--- src/rtl/fifo_sched_pkg.sv ---
// Shared types and constants for the round-robin FIFO scheduler.
package fifo_sched_pkg;

    localparam int N_SRC_DEF  = 4;
    localparam int STAT_WIDTH = 32;

    typedef logic [$clog2(N_SRC_DEF)-1:0] src_id_t;

    typedef enum logic [0:0] {
        ARB   = 1'b0,
        SERVE = 1'b1
    } sched_state_t;

    // Index width that stays legal for the degenerate single-source case.
    function automatic int id_width(input int n);
        return (n > 1) ? $clog2(n) : 1;
    endfunction

endpackage

--- src/rtl/rr_arbiter.sv ---
// Combinational rotate-priority picker: first requester after i_last_grant wins.
module rr_arbiter
    import fifo_sched_pkg::*;
#(
    parameter int N_SRC = 4,
    parameter int ID_W  = id_width(N_SRC)
) (
    input  logic [N_SRC-1:0] i_req,
    input  logic [ID_W-1:0]  i_last_grant,
    output logic [ID_W-1:0]  o_grant,
    output logic             o_grant_any
);

    function automatic logic [ID_W-1:0] rot_idx(input logic [ID_W-1:0] base, input int off);
        logic [ID_W:0] sum;
        sum = {1'b0, base} + (ID_W + 1)'(off);
        if (sum >= (ID_W + 1)'(N_SRC)) begin
            sum = sum - (ID_W + 1)'(N_SRC);
        end else begin
            sum = sum;
        end
        return sum[ID_W-1:0];
    endfunction

    // Scan from lowest to highest priority so the nearest requester after last_grant overrides.
    always_comb begin
        o_grant     = '0;
        o_grant_any = 1'b0;
        for (int off = N_SRC; off >= 1; off--) begin
            o_grant     = i_req[rot_idx(i_last_grant, off)] ? rot_idx(i_last_grant, off) : o_grant;
            o_grant_any = o_grant_any | i_req[rot_idx(i_last_grant, off)];
        end
    end

endmodule

--- src/rtl/sync_fifo.sv ---
// Synchronous FIFO with occupancy counter, synchronous flush and almost-empty flag.
module sync_fifo #(
    parameter int WIDTH                  = 64,
    parameter int DEPTH                  = 4,
    parameter int ALMOST_EMPTY_THRESHOLD = 1
) (
    input  logic             clk,
    input  logic             reset,
    input  logic             i_flush,
    input  logic             i_wr_en,
    input  logic [WIDTH-1:0] i_wr_data,
    input  logic             i_rd_en,
    output logic [WIDTH-1:0] o_rd_data,
    output logic             o_full,
    output logic             o_empty,
    output logic             o_almost_empty
);

    localparam int AW = (DEPTH > 1) ? $clog2(DEPTH) : 1;
    localparam int CW = $clog2(DEPTH + 1);

    logic [WIDTH-1:0] r_mem [DEPTH];
    logic [AW-1:0]    r_wptr;
    logic [AW-1:0]    r_rptr;
    logic [CW-1:0]    r_count;
    logic             w_wr;
    logic             w_rd;

    assign o_full         = (r_count == CW'(DEPTH));
    assign o_empty        = (r_count == '0);
    assign o_almost_empty = (r_count <= CW'(ALMOST_EMPTY_THRESHOLD));
    assign o_rd_data      = r_mem[r_rptr];
    assign w_wr           = i_wr_en && !o_full;
    assign w_rd           = i_rd_en && !o_empty;

    // Storage, pointers and occupancy; flush wins over any same-cycle access.
    always_ff @(posedge clk or posedge reset) begin
        if (reset) begin
            for (int i = 0; i < DEPTH; i++) begin
                r_mem[i] <= '0;
            end
            r_wptr  <= '0;
            r_rptr  <= '0;
            r_count <= '0;
        end else if (i_flush) begin
            r_wptr  <= '0;
            r_rptr  <= '0;
            r_count <= '0;
        end else begin
            if (w_wr) begin
                r_mem[r_wptr] <= i_wr_data;
                r_wptr        <= (r_wptr == AW'(DEPTH - 1)) ? '0 : r_wptr + AW'(1);
            end
            if (w_rd) begin
                r_rptr <= (r_rptr == AW'(DEPTH - 1)) ? '0 : r_rptr + AW'(1);
            end
            case ({w_wr, w_rd})
                2'b10:   r_count <= r_count + CW'(1);
                2'b01:   r_count <= r_count - CW'(1);
                default: r_count <= r_count;
            endcase
        end
    end

endmodule

--- src/rtl/fifo_rr_scheduler.sv ---
// N_SRC buffered requesters sharing one valid/ready channel, round-robin with bounded bursts.
// Optional per-source beat counters on stat_beats when FIFO_SCHED_STATS_EN is defined.
module fifo_rr_scheduler
    import fifo_sched_pkg::*;
#(
    parameter int N_SRC     = 4,
    parameter int WIDTH     = 64,
    parameter int DEPTH     = 4,
    parameter int BURST_LEN = 4
) (
    input  logic                         clk,
    input  logic                         reset,
    input  logic                         flush_en,
    input  logic [N_SRC-1:0]             src_valid,
    input  logic [N_SRC*WIDTH-1:0]       src_data,
    output logic [N_SRC-1:0]             src_ready,
    output logic                         out_valid,
    output logic [WIDTH-1:0]             out_data,
    output logic [id_width(N_SRC)-1:0]   out_src,
    input  logic                         out_ready
`ifdef FIFO_SCHED_STATS_EN
    ,
    output logic [N_SRC*STAT_WIDTH-1:0]  stat_beats
`endif
);

    localparam int ID_W = id_width(N_SRC);
    localparam int BW   = $clog2(BURST_LEN + 1);

    sched_state_t     r_state;
    sched_state_t     w_next_state;
    logic [ID_W-1:0]  r_grant;
    logic [ID_W-1:0]  w_next_grant;
    logic [ID_W-1:0]  r_last_grant;
    logic [ID_W-1:0]  w_next_last;
    logic [BW-1:0]    r_burst_cnt;
    logic [BW-1:0]    w_next_burst;

    logic [N_SRC-1:0] w_full;
    logic [N_SRC-1:0] w_empty;
    logic [N_SRC-1:0] w_aempty;
    logic [N_SRC-1:0] w_wr_en;
    logic [N_SRC-1:0] w_rd_en;
    logic [N_SRC-1:0] w_req;
    logic [WIDTH-1:0] w_head [N_SRC];
    logic [ID_W-1:0]  w_arb_grant;
    logic             w_arb_any;
    logic             w_beat;

    assign w_wr_en   = src_valid & ~w_full;
    assign w_req     = ~w_empty;
    assign src_ready = ~w_full;
    assign out_valid = (r_state == SERVE) && !w_empty[r_grant];
    assign out_data  = w_head[r_grant];
    assign out_src   = r_grant;
    assign w_beat    = out_valid && out_ready && !flush_en;

    for (genvar g = 0; g < N_SRC; g++) begin : g_src
        assign w_rd_en[g] = w_beat && (r_grant == ID_W'(g));

        sync_fifo #(
            .WIDTH                  (WIDTH),
            .DEPTH                  (DEPTH),
            .ALMOST_EMPTY_THRESHOLD (1)
        ) u_fifo (
            .clk            (clk),
            .reset          (reset),
            .i_flush        (flush_en),
            .i_wr_en        (w_wr_en[g]),
            .i_wr_data      (src_data[g*WIDTH +: WIDTH]),
            .i_rd_en        (w_rd_en[g]),
            .o_rd_data      (w_head[g]),
            .o_full         (w_full[g]),
            .o_empty        (w_empty[g]),
            .o_almost_empty (w_aempty[g])
        );
    end

    rr_arbiter #(
        .N_SRC (N_SRC),
        .ID_W  (ID_W)
    ) u_arb (
        .i_req        (w_req),
        .i_last_grant (r_last_grant),
        .o_grant      (w_arb_grant),
        .o_grant_any  (w_arb_any)
    );

    // Scheduler state register; last_grant parks at N_SRC-1 so source 0 wins first.
    always_ff @(posedge clk or posedge reset) begin
        if (reset) begin
            r_state      <= ARB;
            r_grant      <= '0;
            r_last_grant <= ID_W'(N_SRC - 1);
            r_burst_cnt  <= '0;
        end else if (flush_en) begin
            r_state      <= ARB;
            r_grant      <= '0;
            r_last_grant <= ID_W'(N_SRC - 1);
            r_burst_cnt  <= '0;
        end else begin
            r_state      <= w_next_state;
            r_grant      <= w_next_grant;
            r_last_grant <= w_next_last;
            r_burst_cnt  <= w_next_burst;
        end
    end

    // Next-state: a grant ends on burst limit, on draining the last entry, or if the FIFO is empty.
    always_comb begin
        w_next_state = r_state;
        w_next_grant = r_grant;
        w_next_last  = r_last_grant;
        w_next_burst = r_burst_cnt;
        case (r_state)
            ARB: begin
                if (w_arb_any) begin
                    w_next_state = SERVE;
                    w_next_grant = w_arb_grant;
                    w_next_last  = w_arb_grant;
                    w_next_burst = '0;
                end else begin
                    w_next_state = ARB;
                end
            end
            SERVE: begin
                if (w_empty[r_grant]) begin
                    w_next_state = ARB;
                    w_next_burst = '0;
                end else if (w_beat) begin
                    if ((r_burst_cnt == BW'(BURST_LEN - 1)) ||
                        (w_aempty[r_grant] && !w_wr_en[r_grant])) begin
                        w_next_state = ARB;
                        w_next_burst = '0;
                    end else begin
                        w_next_burst = r_burst_cnt + BW'(1);
                    end
                end else begin
                    w_next_state = SERVE;
                end
            end
            default: begin
                w_next_state = ARB;
                w_next_burst = '0;
            end
        endcase
    end

`ifdef FIFO_SCHED_STATS_EN
    logic [STAT_WIDTH-1:0] r_stat [N_SRC];

    // Saturating per-source beat counters.
    always_ff @(posedge clk or posedge reset) begin
        if (reset) begin
            for (int i = 0; i < N_SRC; i++) begin
                r_stat[i] <= '0;
            end
        end else if (flush_en) begin
            for (int i = 0; i < N_SRC; i++) begin
                r_stat[i] <= '0;
            end
        end else begin
            for (int i = 0; i < N_SRC; i++) begin
                if (w_beat && (r_grant == ID_W'(i)) && (r_stat[i] != '1)) begin
                    r_stat[i] <= r_stat[i] + STAT_WIDTH'(1);
                end
            end
        end
    end

    for (genvar g = 0; g < N_SRC; g++) begin : g_stat
        assign stat_beats[g*STAT_WIDTH +: STAT_WIDTH] = r_stat[g];
    end
`endif

endmodule

--- config.mk ---
export PLATFORM = sky130hd
export DESIGN_NAME = fifo_rr_scheduler
export DESIGN_NICKNAME = d
export VERILOG_FILES = /design/src/rtl/fifo_sched_pkg.sv /design/src/rtl/rr_arbiter.sv /design/src/rtl/sync_fifo.sv /design/src/rtl/fifo_rr_scheduler.sv
export SDC_FILE = /design/constraint.sdc
export NUM_CORES = 2
export LEC_CHECK = 0
export CORE_AREA = 3 3 315 317
export CTS_BUF_LIST = sky130_fd_sc_hd__clkbuf_4 sky130_fd_sc_hd__clkbuf_8 sky130_fd_sc_hd__clkbuf_16
export DETAILED_ROUTE_END_ITERATION = 10
export DIE_AREA = 0 0 318 320
export PLACE_DENSITY = 0.69
export REMOVE_ABC_BUFFERS = 1
export SLEW_MARGIN = 30
export SYNTH_ARGS = -nofsm -noshare
export SYNTH_HDL_FRONTEND = slang
export SYNTH_SLANG_ARGS = --single-unit
--- constraint.sdc ---
create_clock -name clk -period 44.1 [get_ports clk]
set_input_delay 8.82 -clock clk [delete_from_list [all_inputs] [get_ports clk]]
set_output_delay 8.82 -clock clk [all_outputs]
set_load 0.01 [all_outputs]
# After elaboration in Yosys (flattened, before gate mapping)
# Cells that the tools add are included.
# classes
bitwise,17
n_mux,97
n_lt_le_gt_ge,26
n_eq_ne,27
addsub,25
reduce_logical,56
# ops
op,n
$bwmux W256,4
$mux W64,14
$bmux W64 S2,5
$demux W64 S2,4
$mux W2,36
$ge A3 B3 Y1 const B,13
$pmux W3 S2,5
$eq A2 B2 Y1 const B,14
$mux W3,9
$not A2 Y3,9
$logic_and A1 B1 Y1,20
$reduce_bool A2 Y1,9
$add A2 B1 Y2 const B,8
$add A3 B1 Y3 const B,5
$lt A2 B3 Y1 const B,5
$bmux W1 S2,7
$eq A3 B3 Y1 const B,4
$le A3 B1 Y1 const B,4
$logic_not A3 Y1,4
$lt A3 B1 Y1 const B,4
$mux W1,12
$reduce_and A2 Y1,6
$reduce_bool A3 Y1,4
$sub A3 B1 Y3 const B,4
17 further kinds,39
# totals
out_inout_bits,71
reg_bits,1060
input_bits,264
elab_cells,280

# Longest topological paths before layout
# depth
ltp_word,13
depth_mapped,8

# Hierarchy
# A second synthesis with hierarchy kept.
# hier_totals
hier_cells,2870
hier_area_um2,52465.3
# modules_own_cells
mod,seq_area_each_um2,cells_each,n_inst,area_per_inst_um2
sync_fifo,6581.3,676,4,12565.8
fifo_rr_scheduler,202.7,152,1,2110.8
rr_arbiter,0.0,14,1,91.3

# Least setup slack after synthesis
# OpenSTA, ideal clock, no wires.
# synth_path
path_kind,register to output
startpoint,register g_src[2].u_fifo.r_rptr[0]
endpoint,output out_data[55]
t_required_ps,35280
arrival_time_ps,1743
slack_ps,33537
path_buffers,2
path_stages_with_launch,5
path_cell_list,dfrtp_1 buf_6 buf_4 mux4_2 mux4_2
# synth_via
elab_chain_cells,7
# synth_rtl
element,line_no,rtl
start: declaration,sync_fifo.sv:24,logic [AW-1:0] r_rptr;
start signal: assignment,sync_fifo.sv:55,r_rptr <= (r_rptr == AW'(DEPTH - 1)) ? '0 : r_rptr + AW'(1);
$not A2 Y3 (implied by the code),sync_fifo.sv:32,assign o_rd_data = r_mem[r_rptr];
$bmux W64 S2,sync_fifo.sv:32,
$mux W64 (implied by the code) (2 in series),sync_fifo.sv:32,
$bmux W64 S2,fifo_rr_scheduler.sv:54,assign out_data = w_head[r_grant];
$mux W64 (implied by the code) (2 in series),fifo_rr_scheduler.sv:54,
end: declaration,fifo_rr_scheduler.sv:18,"output logic [WIDTH-1:0] out_data,"
# Every way passes these cells. The select of a mux whose other input is x is not followed.

# Worst setup path after layout
# layout_path
startpoint,register g_src[2].u_fifo.r_rptr[0]
endpoint,output out_data[9]
# Same word-level chain as after synthesis.

==> summary.json <==
{
  "clock_root_cell": "sky130_fd_sc_hd__clkbuf_16",
  "syn_area_per_cell_um2": 16.9,
  "timing.hold.ws_ps": 498,
  "worst_path_largest_cell_delay_ps": 710,
  "starting_density_of_the_core_pct": 49.8,
  "place.gp.congestion": 0.763,
  "fp.dieArea_um2": 102000,
  "crit_path_top_delay_cell": "sky130_fd_sc_hd__buf_4",
  "layout_cells_sized_above_1_pct": 50.6,
  "via_count": 27700,
  "min-delay-start": "g_src[3].u_fifo.r_mem[122]",
  "synth-async-reset-ratio_pct": 100,
  "ys_seq_area_share_pct": 55.2,
  "clock.fmax_mhz": 75.0,
  "dominantRegCellSynth": "sky130_fd_sc_hd__dfrtp_1",
  "worst_ep_arrival_time_ps": 4510,
  "post-route-period-util_pct": 30.2,
  "placeableCoreArea_um2": 96600,
  "area_fraction_in_compound_gates_after_synthesis_pct": 0.796,
  "drc": 0,
  "adder_and_majority_gate_portion_of_the_synthesized_area_pct": 1.03,
  "final_hold_viol_count": 0,
  "cts_made_buffers": 114,
  "period_needed_ps": 13330,
  "timing.critical_path.cells": "buf_4 > buf_4 > mux4_2 > mux4_2 > clkdlybuf4s50_1",
  "netlist_area_um2": 48100,
  "max-clock-path-buffers": 3,
  "synthSimpleGateAreaFrac_pct": 1.22,
  "drv.max_cap_violation_count": 0,
  "placed_cell_area_um2": 52500,
  "worst_reg2reg_path_length_in_cells": 7,
  "cell_family_with_the_largest_share_of_critical_path_delay": "buffers and inverters",
  "max_slew.worst_pin.slew_ps": 1010,
  "min-delay-path-class": "reg -> reg",
  "clk-insertion-delay-late_ps": 680,
  "yosys-top-cells-area": "sky130_fd_sc_hd__dfrtp_1 55%, sky130_fd_sc_hd__mux2_2 24%, sky130_fd_sc_hd__mux4_2 15%, sky130_fd_sc_hd__buf_2 1.2%, sky130_fd_sc_hd__ha_1 0.99%",
  "io_buffers": 334,
  "worstReg2RegStart": "g_src[0].u_fifo.r_count[0]",
  "fillCellCount": 7146,
  "timing.hold.worst_endpoint": "g_src[3].u_fifo.r_mem[122]",
  "finalSetupViolCount": 0,
  "overflow_left_after_global_routing": 0,
  "power.leakage_nw": 24.3,
  "first_global_vias": 31500,
  "ant_nets": 0,
  "total_number_of_yosys_warnings": 0,
  "reg2reg_to": "g_src[0].u_fifo.r_mem[135]",
  "syn_inst": 2837,
  "data_required_time_of_the_worst_path_ps": 35280,
  "route.detailed.vias_per_inst": 6.11,
  "globalRouteTotalUtil_pct": 27.0,
  "timing.setup.tns_ps": 0,
  "firstDrtPassIters": 5,
  "post_cts_hold_buffer_count": 0,
  "cts.sinks": 1060,
  "std_cell_rows": 114,
  "synth_top_cell_by_area": "sky130_fd_sc_hd__dfrtp_1",
  "crit_path_start_kind": "flip-flop",
  "worstSetupEndpointType": "output port",
  "outcome": "finished clean",
  "post_cts.repair.setup_buffers": 0,
  "worstPathMaxFanout": 29,
  "post-synth-top-area-fraction_pct": 55.1,
  "multi_input_comb_area_um2": 20600,
  "synth_enable_flop_cells": 0,
  "reg2reg_setup_slack_ps": 40360,
  "vdd.ir_drop.worst_v": 0.0000369,
  "combinational_family_with_the_most_area_after_synthesis": "multiplexers",
  "max-slew-margin-rel_pct": 32.9,
  "register_area_um2": 26600,
  "wirelength_um": 137000,
  "area_growth_syn_to_layout_pct": 17.7,
  "cts_tree": "built",
  "timing_max_transition_violations_final": 0,
  "die_w_um": 318,
  "timing.setup.critical_path_class": "reg -> out",
  "cellPowerDensity_nw_per_um2": 56.8,
  "die_height_um": 320,
  "clkTransAtPathRegs_ps": 60,
  "count_of_unique_library_cells_instantiated_by_yosys": 57,
  "timing.critical_path.buf_inv": 3,
  "timing.hold.worst_path_depth": 1,
  "post-route-cell-area_um2": 56600,
  "maximum_number_of_pins_on_one_net_before_global_route_repair": 190,
  "boundaryPins": 335,
  "dpl.hpwl_um": 81600,
  "finalNetCount": 3450,
  "antenna_found_initial": 31,
  "detailedRoute.firstIterationViolations": 1886,
  "routedWlPerCell_um": 30.1,
  "ys_ff_latch": 1060,
  "skew_ps": 23.9,
  "rsz0062_at_grt": "no",
  "htreeDepth": 3,
  "post_cts.resized_instances": 0,
  "grt_pass1_wl_um": 204000,
  "synthMuxAreaShare_pct": 39.4,
  "synth_xor_area_share_pct": 0.200,
  "startpoint": "g_src[2].u_fifo.r_rptr[0]"
}
[placed cells by master, fill, tap and decap left out, types with 3 or more instances in the layout]
master	Yosys	layout
sky130_fd_sc_hd__dfrtp_4	0	10
sky130_fd_sc_hd__o22ai_1	3	3
sky130_fd_sc_hd__nand2b_1	7	7
sky130_fd_sc_hd__nand2_4	0	14
sky130_fd_sc_hd__clkbuf_8	0	33
sky130_fd_sc_hd__ha_1	38	38
sky130_fd_sc_hd__buf_6	17	16
sky130_fd_sc_hd__dfrtp_1	1058	1048
sky130_fd_sc_hd__inv_1	24	23
sky130_fd_sc_hd__a21oi_1	15	15
sky130_fd_sc_hd__mux4_2	322	322
sky130_fd_sc_hd__buf_4	4	21
sky130_fd_sc_hd__clkinv_2	0	17
sky130_fd_sc_hd__clkbuf_4	0	24
sky130_fd_sc_hd__clkinvlp_4	0	6
sky130_fd_sc_hd__nand2_1	27	23
sky130_fd_sc_hd__clkbuf_16	0	117
sky130_fd_sc_hd__bufinv_16	0	8
sky130_fd_sc_hd__a211oi_1	7	7
sky130_fd_sc_hd__nand3b_1	4	4
sky130_fd_sc_hd__a21boi_1	4	4
sky130_fd_sc_hd__nor3_1	4	4
sky130_fd_sc_hd__o21ai_0	3	3
sky130_fd_sc_hd__a21bo_2	3	3
sky130_fd_sc_hd__nor2b_1	8	7
sky130_fd_sc_hd__mux2_2	1028	1028
sky130_fd_sc_hd__mux2i_1	10	10
sky130_fd_sc_hd__clkdlybuf4s50_1	0	333
sky130_fd_sc_hd__diode_2	0	18
sky130_fd_sc_hd__nor2_1	27	27
sky130_fd_sc_hd__nand3_1	4	4
sky130_fd_sc_hd__xnor2_1	11	11
[registers in the layout, indices dropped and copies added (netlist names)]
name                  cells
g_src.u_fifo.r_wptr       8
r_last_grant              2
r_state                   1
g_src.u_fifo.r_mem     1024
g_src.u_fifo.r_rptr       8
g_src.u_fifo.r_count     12
r_burst_cnt               3
out_src                   2
[per-stage QoR]
| stage | util, % | setup slack [ps] | total power, mW | std cells |
|---|---|---|---|---|
| 3_5_place_dp | 54.4 | 31290 | 2.24 | 4307 |
| 5_1_grt | 58.6 | 30590 | 3.36 | 4524 |
| 3_3_place_gp | 54.4 | 31420 | 2.17 | 4306 |
| 6_report | 58.6 | 30770 | 3.21 | 4533 |
| 2_1_floorplan | - | 5450 | 1.94 | 2658 |
| 4_1_cts | 58.5 | 30680 | 3.24 | 4514 |
[routing by layer]
| metal | track usage, % | vias up | wire length [um] |
|---|---|---|---|
| met5 | 0 | - | 94 |
| met4 | 8.68 | 14 | 3820 |
| met3 | 5.67 | 250 | 8070 |
| met2 | 45.5 | 800 | 68600 |
| met1 | 35.3 | 15300 | 56000 |
| li1 | - | 11400 | - |
[synth_stat cells, types with 3 or more instances]
library cell and number:
sky130_fd_sc_hd__a211oi_1 7, sky130_fd_sc_hd__a21bo_2 3, sky130_fd_sc_hd__a21boi_1 4, sky130_fd_sc_hd__a21oi_1 15
sky130_fd_sc_hd__buf_1 6, sky130_fd_sc_hd__buf_2 120, sky130_fd_sc_hd__buf_4 4, sky130_fd_sc_hd__buf_6 17
sky130_fd_sc_hd__clkbuf_1 30, sky130_fd_sc_hd__dfrtp_1 1058, sky130_fd_sc_hd__ha_1 38, sky130_fd_sc_hd__inv_1 24
sky130_fd_sc_hd__mux2_2 1028, sky130_fd_sc_hd__mux2i_1 10, sky130_fd_sc_hd__mux4_2 322, sky130_fd_sc_hd__nand2_1 27
sky130_fd_sc_hd__nand2_2 12, sky130_fd_sc_hd__nand2b_1 7, sky130_fd_sc_hd__nand3_1 4, sky130_fd_sc_hd__nand3b_1 4
sky130_fd_sc_hd__nor2_1 27, sky130_fd_sc_hd__nor2b_1 8, sky130_fd_sc_hd__nor3_1 4, sky130_fd_sc_hd__o21ai_0 3
sky130_fd_sc_hd__o22ai_1 3, sky130_fd_sc_hd__xnor2_1 11
[cell type report]
type,count,area share (%)
clock inverter,33,0.685
tap,1276,2.82
antenna,18,0.0796
inverter,24,0.172
timing repair buffer,374,6.63
clock buffer,174,6.29
sequential,1060,46.9
multi-input combinational,1574,36.4
[where the power goes]
part / internal (mW) / switching, mW / total [mW]
Combinational: 0.494 / 0.295 / 0.789
Clock: 0.600 / 0.389 / 0.989
Sequential: 1.27 / 0.168 / 1.44
Total: 2.36 / 0.852 / 3.21
[logic make-up after synthesis]
kind of cell | Yosys count
compound gates | 53
xor+xnor | 11
fa+ha+maj | 40
buf+inv | 203
flops | 1060
mux | 1360
simple gates | 110
[how the worst max path moves through the flow]
stage               slack (ps)                    endpoint  cells past startpoint
finish                   30770                 out_data[9]                      5
global route             30590                out_data[30]                      5
CTS                      30680                out_data[30]                      5
detailed placement       31290    g_src[2].u_fifo.r_mem[4]                      5
global placement         31420                out_data[30]                      5
floorplan                 5450  g_src[0].u_fifo.r_count[0]                      1
(Power assumes the default switching activity.)
